$ cat src/rtl/cla_pkg.sv
// Shared types and constants for the serial CLA accumulator and its 8-bit slice.
package cla_pkg;

    typedef enum logic [1:0] {
        IDLE = 2'd0,
        RUN  = 2'd1,
        DONE = 2'd2
    } cla_state_t;

    localparam int CLA_SLICE = 8;

    // Slice-index counter width; a single-slice configuration still needs one bit.
    function automatic int idx_width(input int n_slices);
        return (n_slices > 1) ? $clog2(n_slices) : 1;
    endfunction

endpackage

$ cat src/rtl/cla_slice_8.sv
// Combinational 8-bit carry-lookahead slice; also exposes the carry into bit 7
// so the caller can derive signed overflow.
module cla_slice_8
    import cla_pkg::*;
(
    input  logic [CLA_SLICE-1:0] a,
    input  logic [CLA_SLICE-1:0] b,
    input  logic                 cin,
    output logic [CLA_SLICE-1:0] s,
    output logic                 cout,
    output logic                 c7_in
);

    logic [CLA_SLICE-1:0] g;
    logic [CLA_SLICE-1:0] p;
    wire  [CLA_SLICE:0]   c;

    assign g    = a & b;
    assign p    = a ^ b;
    assign c[0] = cin;

    genvar gi;
    generate
        // Each carry is a flat sum-of-products over the lower generate/propagate
        // terms, so no carry depends on another slice carry.
        for (gi = 1; gi <= CLA_SLICE; gi++) begin : g_carry
            logic carry_v;
            always_comb begin
                logic prop_v;
                carry_v = 1'b0;
                prop_v  = 1'b1;
                for (int j = gi - 1; j >= 0; j--) begin
                    carry_v = carry_v | (prop_v & g[j]);
                    prop_v  = prop_v & p[j];
                end
                carry_v = carry_v | (prop_v & cin);
            end
            assign c[gi] = carry_v;
        end
    endgenerate

    assign s     = p ^ c[CLA_SLICE-1:0];
    assign cout  = c[CLA_SLICE];
    assign c7_in = c[CLA_SLICE-1];

endmodule

$ cat src/rtl/cla_serial_accumulator.sv
// WIDTH-bit adder that reuses one 8-bit CLA slice over WIDTH/SLICE cycles, LSB slice first.
// Define CLA_SERIAL_OVERFLOW_EN to add the signed-overflow output ovf.
module cla_serial_accumulator
    import cla_pkg::*;
#(
    parameter int WIDTH = 32,
    parameter int SLICE = CLA_SLICE
) (
    input  logic             clk,
    input  logic             rst,
    input  logic             in_valid,
    output logic             in_ready,
    input  logic [WIDTH-1:0] a,
    input  logic [WIDTH-1:0] b,
    input  logic             cin,
    output logic             out_valid,
    input  logic             out_ready,
    output logic [WIDTH-1:0] sum,
    output logic             cout,
`ifdef CLA_SERIAL_OVERFLOW_EN
    output logic             ovf,
`endif
    output logic             busy
);

    localparam int NSLICE = WIDTH / SLICE;
    localparam int IDX_W  = idx_width(NSLICE);

    generate
        if ((WIDTH % SLICE) != 0 || SLICE != CLA_SLICE) begin : g_bad_cfg
            $error("cla_serial_accumulator: WIDTH must be a multiple of SLICE, and SLICE must equal CLA_SLICE");
        end
    endgenerate

    cla_state_t       state_reg, state_next;
    logic [WIDTH-1:0] a_reg, b_reg;
    logic             carry_reg;
    logic [IDX_W-1:0] idx_reg;
    logic             cout_reg;

    logic             accept;
    logic             run_last;
    logic [SLICE-1:0] slice_s;
    logic             slice_cout;
    logic             slice_c7;
    wire  [WIDTH-1:0] sum_w;

    always_comb begin
        state_next = state_reg;
        in_ready   = 1'b0;
        out_valid  = 1'b0;
        busy       = 1'b0;
        unique case (state_reg)
            IDLE: begin
                in_ready = 1'b1;
                if (in_valid) state_next = RUN;
            end
            RUN: begin
                busy = 1'b1;
                if (idx_reg == IDX_W'(NSLICE - 1)) state_next = DONE;
            end
            DONE: begin
                out_valid = 1'b1;
                if (out_ready) state_next = IDLE;
            end
            default: state_next = IDLE;
        endcase
    end

    assign accept   = in_valid && in_ready;
    assign run_last = busy && (idx_reg == IDX_W'(NSLICE - 1));

    cla_slice_8 u_slice (
        .a     (a_reg[idx_reg*SLICE +: SLICE]),
        .b     (b_reg[idx_reg*SLICE +: SLICE]),
        .cin   (carry_reg),
        .s     (slice_s),
        .cout  (slice_cout),
        .c7_in (slice_c7)
    );

    always_ff @(posedge clk or posedge rst) begin
        if (rst) begin
            state_reg <= IDLE;
            a_reg     <= '0;
            b_reg     <= '0;
            carry_reg <= 1'b0;
            idx_reg   <= '0;
            cout_reg  <= 1'b0;
        end else begin
            state_reg <= state_next;
            if (accept) begin
                a_reg     <= a;
                b_reg     <= b;
                carry_reg <= cin;
                idx_reg   <= '0;
            end else if (busy) begin
                carry_reg <= slice_cout;
                idx_reg   <= idx_reg + IDX_W'(1);
                if (run_last) cout_reg <= slice_cout;
            end
        end
    end

    genvar gi;
    generate
        // One result register per slice position, written only when the counter selects it.
        for (gi = 0; gi < NSLICE; gi++) begin : g_sum_part
            logic [SLICE-1:0] part_reg;
            always_ff @(posedge clk or posedge rst) begin
                if (rst) begin
                    part_reg <= '0;
                end else if (busy && idx_reg == IDX_W'(gi)) begin
                    part_reg <= slice_s;
                end
            end
            assign sum_w[gi*SLICE +: SLICE] = part_reg;
        end
    endgenerate

    assign sum  = sum_w;
    assign cout = cout_reg;

`ifdef CLA_SERIAL_OVERFLOW_EN
    logic ovf_reg;
    always_ff @(posedge clk or posedge rst) begin
        if (rst) begin
            ovf_reg <= 1'b0;
        end else if (run_last) begin
            ovf_reg <= slice_c7 ^ slice_cout;
        end
    end
    assign ovf = ovf_reg;
`else
    logic unused_c7;
    assign unused_c7 = slice_c7;
`endif

endmodule

$ cat config.mk
export PLATFORM = sky130hd
export DESIGN_NAME = cla_serial_accumulator
export DESIGN_NICKNAME = d
export VERILOG_FILES = /design/src/rtl/cla_pkg.sv /design/src/rtl/cla_slice_8.sv /design/src/rtl/cla_serial_accumulator.sv
export SDC_FILE = /design/constraint.sdc
export NUM_CORES = 1
export LEC_CHECK = 0
export ABC_AREA = 1
export CELL_PAD_IN_SITES_DETAIL_PLACEMENT = 1
export CELL_PAD_IN_SITES_GLOBAL_PLACEMENT = 2
export CORE_MARGIN = 2
export CORE_UTILIZATION = 29
export DETAILED_ROUTE_END_ITERATION = 10
export HOLD_SLACK_MARGIN = 0.05
export PLACE_DENSITY_LB_ADDON = 0.3
export REMOVE_ABC_BUFFERS = 1
export SLEW_MARGIN = 0
export SYNTH_ARGS = -nofsm -noshare
export SYNTH_HDL_FRONTEND = slang
export SYNTH_SLANG_ARGS = --single-unit
export TNS_END_PERCENT = 100
$ cat constraint.sdc
create_clock -name clk -period 3.6 [get_ports clk]
set_clock_uncertainty 0.15 [all_clocks]
set_input_delay 1.08 -clock clk [delete_from_list [all_inputs] [get_ports clk]]
set_output_delay 1.08 -clock clk [all_outputs]
set_load 0.05 [all_outputs]
==> results of run 1 <==
how the worst min path moves through the flow:
stage | to | slack, ns
3_5_place_dp | g_sum_part[2].part_reg[1]$_DFFE_PP0P_ | 0.32
5_1_grt | g_sum_part[0].part_reg[5]$_DFFE_PP0P_ | 0.37
6_report | g_sum_part[1].part_reg[5]$_DFFE_PP0P_ | 0.33
2_1_floorplan | a_reg[17]$_DFFE_PP0P_ | 0.32
3_3_place_gp | g_sum_part[2].part_reg[1]$_DFFE_PP0P_ | 0.32
4_1_cts | g_sum_part[2].part_reg[1]$_DFFE_PP0P_ | 0.34
layout make-up:
type                    count  area (µm²)  area share
flip-flops and latches    102        2552      0.3925
clock buffers              13       270.3     0.04156
clock inverters             3       65.06     0.01001
repair buffers            111        1119      0.1720
well taps                 220       275.3     0.04233
inverters                  30       115.1     0.01770
multi-input cells         316        2106      0.3238
worst reg2reg max path, delay by kind of cell (launching register included):
kind	cells	cell delay (ns)
buffers and inverters	1	0.56
and+or+nand+nor	8	0.92
AOI/OAI and AO/OA	2	0.46
DFF	1	0.38
adders and majority gates	1	0.36
metal layers:
metal,vias up,track usage,wire (µm)
li1,1773,-,-
met1,1826,0.1969,5960
met2,84,0.2493,6030
met3,10,0.03930,606
met4,0,0.03546,119
met5,-,0,0
cells in the final DEF, fill, tap and decap left out, drive strengths merged:
cell type      Yosys  final
a21oi              6      6
o21ai             44     44
nor3               2      2
clkdlybuf4s50      0    104
clkbuf             7     13
a32oi              2      2
inv               30     30
o31ai              1      1
clkinv             0      1
fa                 1      1
xor2               1      1
nand4              2      2
nand3             34     34
or2                2      2
ha                12     12
o22ai             14     14
dfrtp            102    102
buf               14      7
mux2              63     63
nor2              36     36
xnor2              1      1
nand2             95     95
bufinv             0      2
metrics by stage:
step | cells | util | setup slack [ns]
4_1_cts | 795 | 0.3935 | 0.4048
5_1_grt | 795 | 0.3935 | 0.3035
3_5_place_dp | 779 | 0.3732 | 0.6190
3_3_place_gp | 779 | 0.3732 | 0.6530
6_report | 795 | 0.3935 | 0.4457
2_1_floorplan | 448 | - | -0.3055
synth_stat cells:
cell | count | area share
a21oi_1 | 6 | 0.0061
a32oi_1 | 2 | 0.0036
buf_2 | 10 | 0.010
buf_6 | 4 | 0.0092
clkbuf_1 | 7 | 0.0054
dfrtp_1 | 102 | 0.52
fa_1 | 1 | 0.0041
ha_1 | 12 | 0.031
inv_1 | 30 | 0.023
mux2_2 | 36 | 0.083
mux2_4 | 27 | 0.083
nand2_1 | 92 | 0.071
nand2_2 | 3 | 0.0038
nand3_1 | 32 | 0.033
nand3_2 | 2 | 0.0041
nand4_1 | 2 | 0.0026
nor2_1 | 32 | 0.025
nor2_2 | 2 | 0.0026
nor2_4 | 2 | 0.0046
nor3_1 | 1 | 0.0010
nor3_2 | 1 | 0.0020
o21ai_0 | 43 | 0.044
o21ai_1 | 1 | 0.0010
o22ai_1 | 14 | 0.018
o31ai_1 | 1 | 0.0015
or2_2 | 2 | 0.0026
xnor2_1 | 1 | 0.0018
xor2_1 | 1 | 0.0018
cell families (layout without fill, tap and decap cells):
logic type                 after synthesis  after routing  share of synthesized area
and+or+nand+nor                        171            171                     0.1513
xor gates and xnor gates                 2              2                   0.003585
DFF                                    102            102                     0.5223
buffers and inverters                   51            157                    0.04788
adders and majority gates               13             13                    0.03482
muxes                                   63             63                     0.1659
AOI/OAI and AO/OA                       67             67                    0.07425
==> flow_summary.yaml, run 1 <==
critical_path:
  crit_path_end: "busy"
  cp-start-kind: "flop"
  r2r-end: "g_sum_part[0].part_reg[4]$_DFFE_PP0P_"
  worst-path-stages: 3
  crit_family: "buffers and inverters"
  worstReg2RegStart: "idx_reg[1]$_DFFE_PP0P_"
  r2r_cells: 12
  crit_path_max_incr_delay_ns: 0.85
  timing.reg2reg.setup_slack_ns: 0.66
  crit_start: "state_reg[0]$_DFFE_PP0P_"
  cp_max_fo: 9
  crit_path_end_kind: "output port"
  critPathSlowestCell: "clkdlybuf4s50_1"
  cp.arrival_ns: 1.92
  crit_type: "reg2out"
  critPathBufInv: 2
  cp.required_ns: 2.37
  path_cells: "inv_1 > nor2_4 > clkdlybuf4s50_1"
synthesis:
  seq_area_frac_synth: 0.5223
  syn_area_um2: 4887
  yosysWarnings: 0
  synth_cell_types: 28
  synth_cells: 469
  ys_seq_elements: 102
  synth.avg_cell_area_um2: 10.42
cts:
  cts_resized: 0
  post_cts_buffers: 0
  postCtsHoldBufs: 0
  tritoncts: "done"
  clock-sinks: 102
  path_clk_slew_ns: 0.07
  numCtsBuffers: 9
  cts_root_buf: "clkbuf_16"
  clock_path_buffers: 2
  insertion_delay_ns: 0.35
  htree_levels: 3
finish:
  area_growth_pct: 33.05
  fin_nets: 652
  fillers: 1841
  design_area_um2: 6502
  diodes: 0
  drive_gt1_frac: 0.1704
detailed_routing:
  wl_per_cell_um: 15.99
  drt_iter0_drc: 92
  via_per_inst: 4.645
  postRouteAntennaNets: 0
  first_pass_iters: 4
  drt-total-wl_um: 12720
  num_vias: 3693
  drc: 0
global_route:
  grt_usage: 0.1501
  antenna_found_initial: 0
  grt_pass1_wl_um: 20910
  grt_pass1_vias: 4014
  grt-ovfl-total: 0
  grt_max_degree: 54
sta:
  setup_viol: 0
  drv_slew: 0
  worst_pin_slew_ns: 0.7617
  finalCritPeriodShare: 0.8762
  hold-worst-slack_ns: 0.3327
  slew-limit-headroom: 0.4917
  fmax_mhz: 317.0
  final_hold_viol_count: 0
  fin_crit_ns: 3.154
  rsz0062_at_grt: "no"
  fin_setup_tns_ns: 0
place:
  placed_area_um2: 6167
  post-dp-hpwl_um: 9354
  gp_congestion: 0.7464
  portBuffers: 104
die:
  rows: 47
  die-area_um2: 17910
  ioPinCount: 105
  die_w_um: 133.8
  die_h_um: 133.8
  fp.coreArea_um2: 16520
  initial_utilization: 0.2958
min_path:
  min-delay-start: "g_sum_part[1].part_reg[5]$_DFFE_PP0P_"
  min_path_type: "reg2reg"
  hold_depth: 2
flow_run:
  max-cap-violations: 0
outcome:
  outcome: "finished clean"
Power of run 1 is not shown: default switching activity piles up to over one toggle a cycle in this logic, so the estimate is an artifact.
==> run 2, diff against run 1 <==
ABC_AREA = default   (was 1)
CORE_UTILIZATION = 30   (was 29)
==> flow_summary.yaml, run 2 <==
sta:
  rsz0062_at_grt: "no"
  fin_crit_ns: 3.185
  slew-limit-headroom: 0.4337
  hold-worst-slack_ns: 0.3370
  worst_pin_slew_ns: 0.8470
  drv_slew: 0
  finalCritPeriodShare: 0.8847
  setup_viol: 0
  final_hold_viol_count: 0
  fin_setup_tns_ns: 0
  fmax_mhz: 314.0
global_route:
  grt_pass1_wl_um: 20660
  grt_max_degree: 52
  antenna_found_initial: 0
  grt-ovfl-total: 0
  grt_usage: 0.1500
  grt_pass1_vias: 3812
critical_path:
  critPathSlowestCell: "or4_1"
  cp.arrival_ns: 3.32
  crit_type: "reg2reg"
  worstReg2RegStart: "idx_reg[0]$_DFFE_PP0P_"
  cp_max_fo: 19
  cp-start-kind: "flop"
  crit_start: "idx_reg[0]$_DFFE_PP0P_"
  path_cells: "buf_4 > mux4_2 > ha_1 > a21oi_1 > nand3_1 > or4_1 > nand3_1"
  crit_path_max_incr_delay_ns: 0.60
  crit_path_end_kind: "flop"
  crit_family: "simple AND/OR/NAND/NOR gates"
  critPathBufInv: 1
  cp.required_ns: 3.74
  cp_common_cell: "nand3_1"
die:
  die_h_um: 131.7
  initial_utilization: 0.3080
  rows: 46
  die-area_um2: 17350
  die_w_um: 131.7
  fp.coreArea_um2: 15890
  ioPinCount: 105
finish:
  mostFrequentLayoutCells: "clkdlybuf4s50_1, dfrtp_1, mux2_2"
  final_common_cell: "clkdlybuf4s50_1"
  fin_nets: 569
  design_area_um2: 6514
  area_growth_pct: 33.11
  diodes: 0
  drive_gt1_frac: 0.2317
detailed_routing:
  drt_iter0_drc: 102
  drt-total-wl_um: 12450
  first_pass_iters: 4
  drc: 0
  num_vias: 3439
  via_per_inst: 4.857
  wl_per_cell_um: 17.58
  postRouteAntennaNets: 0
synthesis:
  synth_top_area_share: 0.5216
  synth_area_leader_cell: "dfrtp_1"
  synth.most_common_cell: "dfrtp_1"
  seq_area_frac_synth: 0.5216
  synth_cells: 388
  synthArstFlopShare: 1.000
  yosysWarnings: 0
  synth.avg_cell_area_um2: 12.61
  syn_area_um2: 4893
  synthTopCellsByArea: "dfrtp_1, mux2_2, mux4_2"
  synthFlopType: "dfrtp_1"
  ys_seq_elements: 102
  synth_common_cells: "dfrtp_1, mux2_2, nand2_1"
  synth_edf_count: 0
  synth_cell_types: 42
place:
  placed_area_um2: 6192
  gp_congestion: 0.7462
  post-dp-hpwl_um: 8995
  portBuffers: 104
outcome:
  outcome: "finished clean"
cts:
  htree_levels: 3
  postCtsHoldBufs: 0
  clock-sinks: 102
  numCtsBuffers: 9
  path_clk_slew_ns: 0.07
  insertion_delay_ns: 0.35
  cts_root_buf: "clkbuf_16"
  clock_path_buffers: 2
  tritoncts: "done"
  cts_resized: 0
  post_cts_buffers: 0
min_path:
  min_path_type: "reg2reg"
  min-delay-start: "g_sum_part[2].part_reg[0]$_DFFE_PP0P_"
flow_run:
  max-cap-violations: 0
-- run 2: cell types whose count changed after synthesis, sizes merged, moves of 16 or more --
cell,previous run,this run
o21ai,44,23
nand2,95,25
nor2,36,16
inv,30,8
mux4,0,16
nand3,34,11
-- run 2: worst min-delay path: cells and delay by family, from the launching register on --
| family | cells | cell delay, ns |
|---|---|---|
| AND/OR/NAND/NOR | 1 | 0.05 |
| flip-flops | 1 | 0.35 |
| AO/OA/AOI/OAI | 1 | 0.06 |
-- run 2: area by class of cell --
cell class,count,area [µm²]
multi-input combinational,252,2198
clock buffer,9,225.2
clock inverter,7,96.34
fill,1729,9371
timing repair buffer,114,1139
tap,216,270.3
sequential,102,2552
inverter,8,32.53
-- run 2: final timing paths --
kind                                                         end  slack (ns)  cells after the start
max                        g_sum_part[3].part_reg[7]$_DFFE_PP0P_        0.42                      7
min                        g_sum_part[2].part_reg[0]$_DFFE_PP0P_        0.34                      2
max reg2reg                g_sum_part[3].part_reg[7]$_DFFE_PP0P_        0.42                      7
min reg2reg                g_sum_part[2].part_reg[0]$_DFFE_PP0P_        0.34                      2
max in group asynchronous                       cout$_DFFE_PP0P_        1.65                      3
min in group asynchronous  g_sum_part[0].part_reg[0]$_DFFE_PP0P_        0.99                      2
-- run 2: cells by family after synthesis --
logic type,after synthesis,synth area share
XOR/XNOR,3,0.005370
AND/OR/NAND/NOR,95,0.1010
adder cells (fa/ha/maj),13,0.03477
AO/OA/AOI/OAI,57,0.07799
flip-flops,102,0.5216
buffers and inverters,34,0.03017
multiplexers,84,0.2291
-- run 2: layer usage --
metal	up-vias	track usage	wire length [µm]
met5	-	0	0
met4	0	0.03623	126
met3	10	0.03164	417
met2	61	0.2531	6141
met1	1756	0.1982	5762
li1	1612	-	-
-- run 2: through the flow --
| stage | instances | util | worst slack, ns |
|---|---|---|---|
| 4_1_cts | 708 | 0.4101 | 0.3961 |
| 3_3_place_gp | 692 | 0.3898 | 0.5421 |
| 6_report | 708 | 0.4101 | 0.4152 |
| 3_5_place_dp | 692 | 0.3898 | 0.4638 |
| 5_1_grt | 708 | 0.4101 | 0.2106 |
| 2_1_floorplan | 362 | - | -3.182 |
Power of run 2 is left out for the same reason.
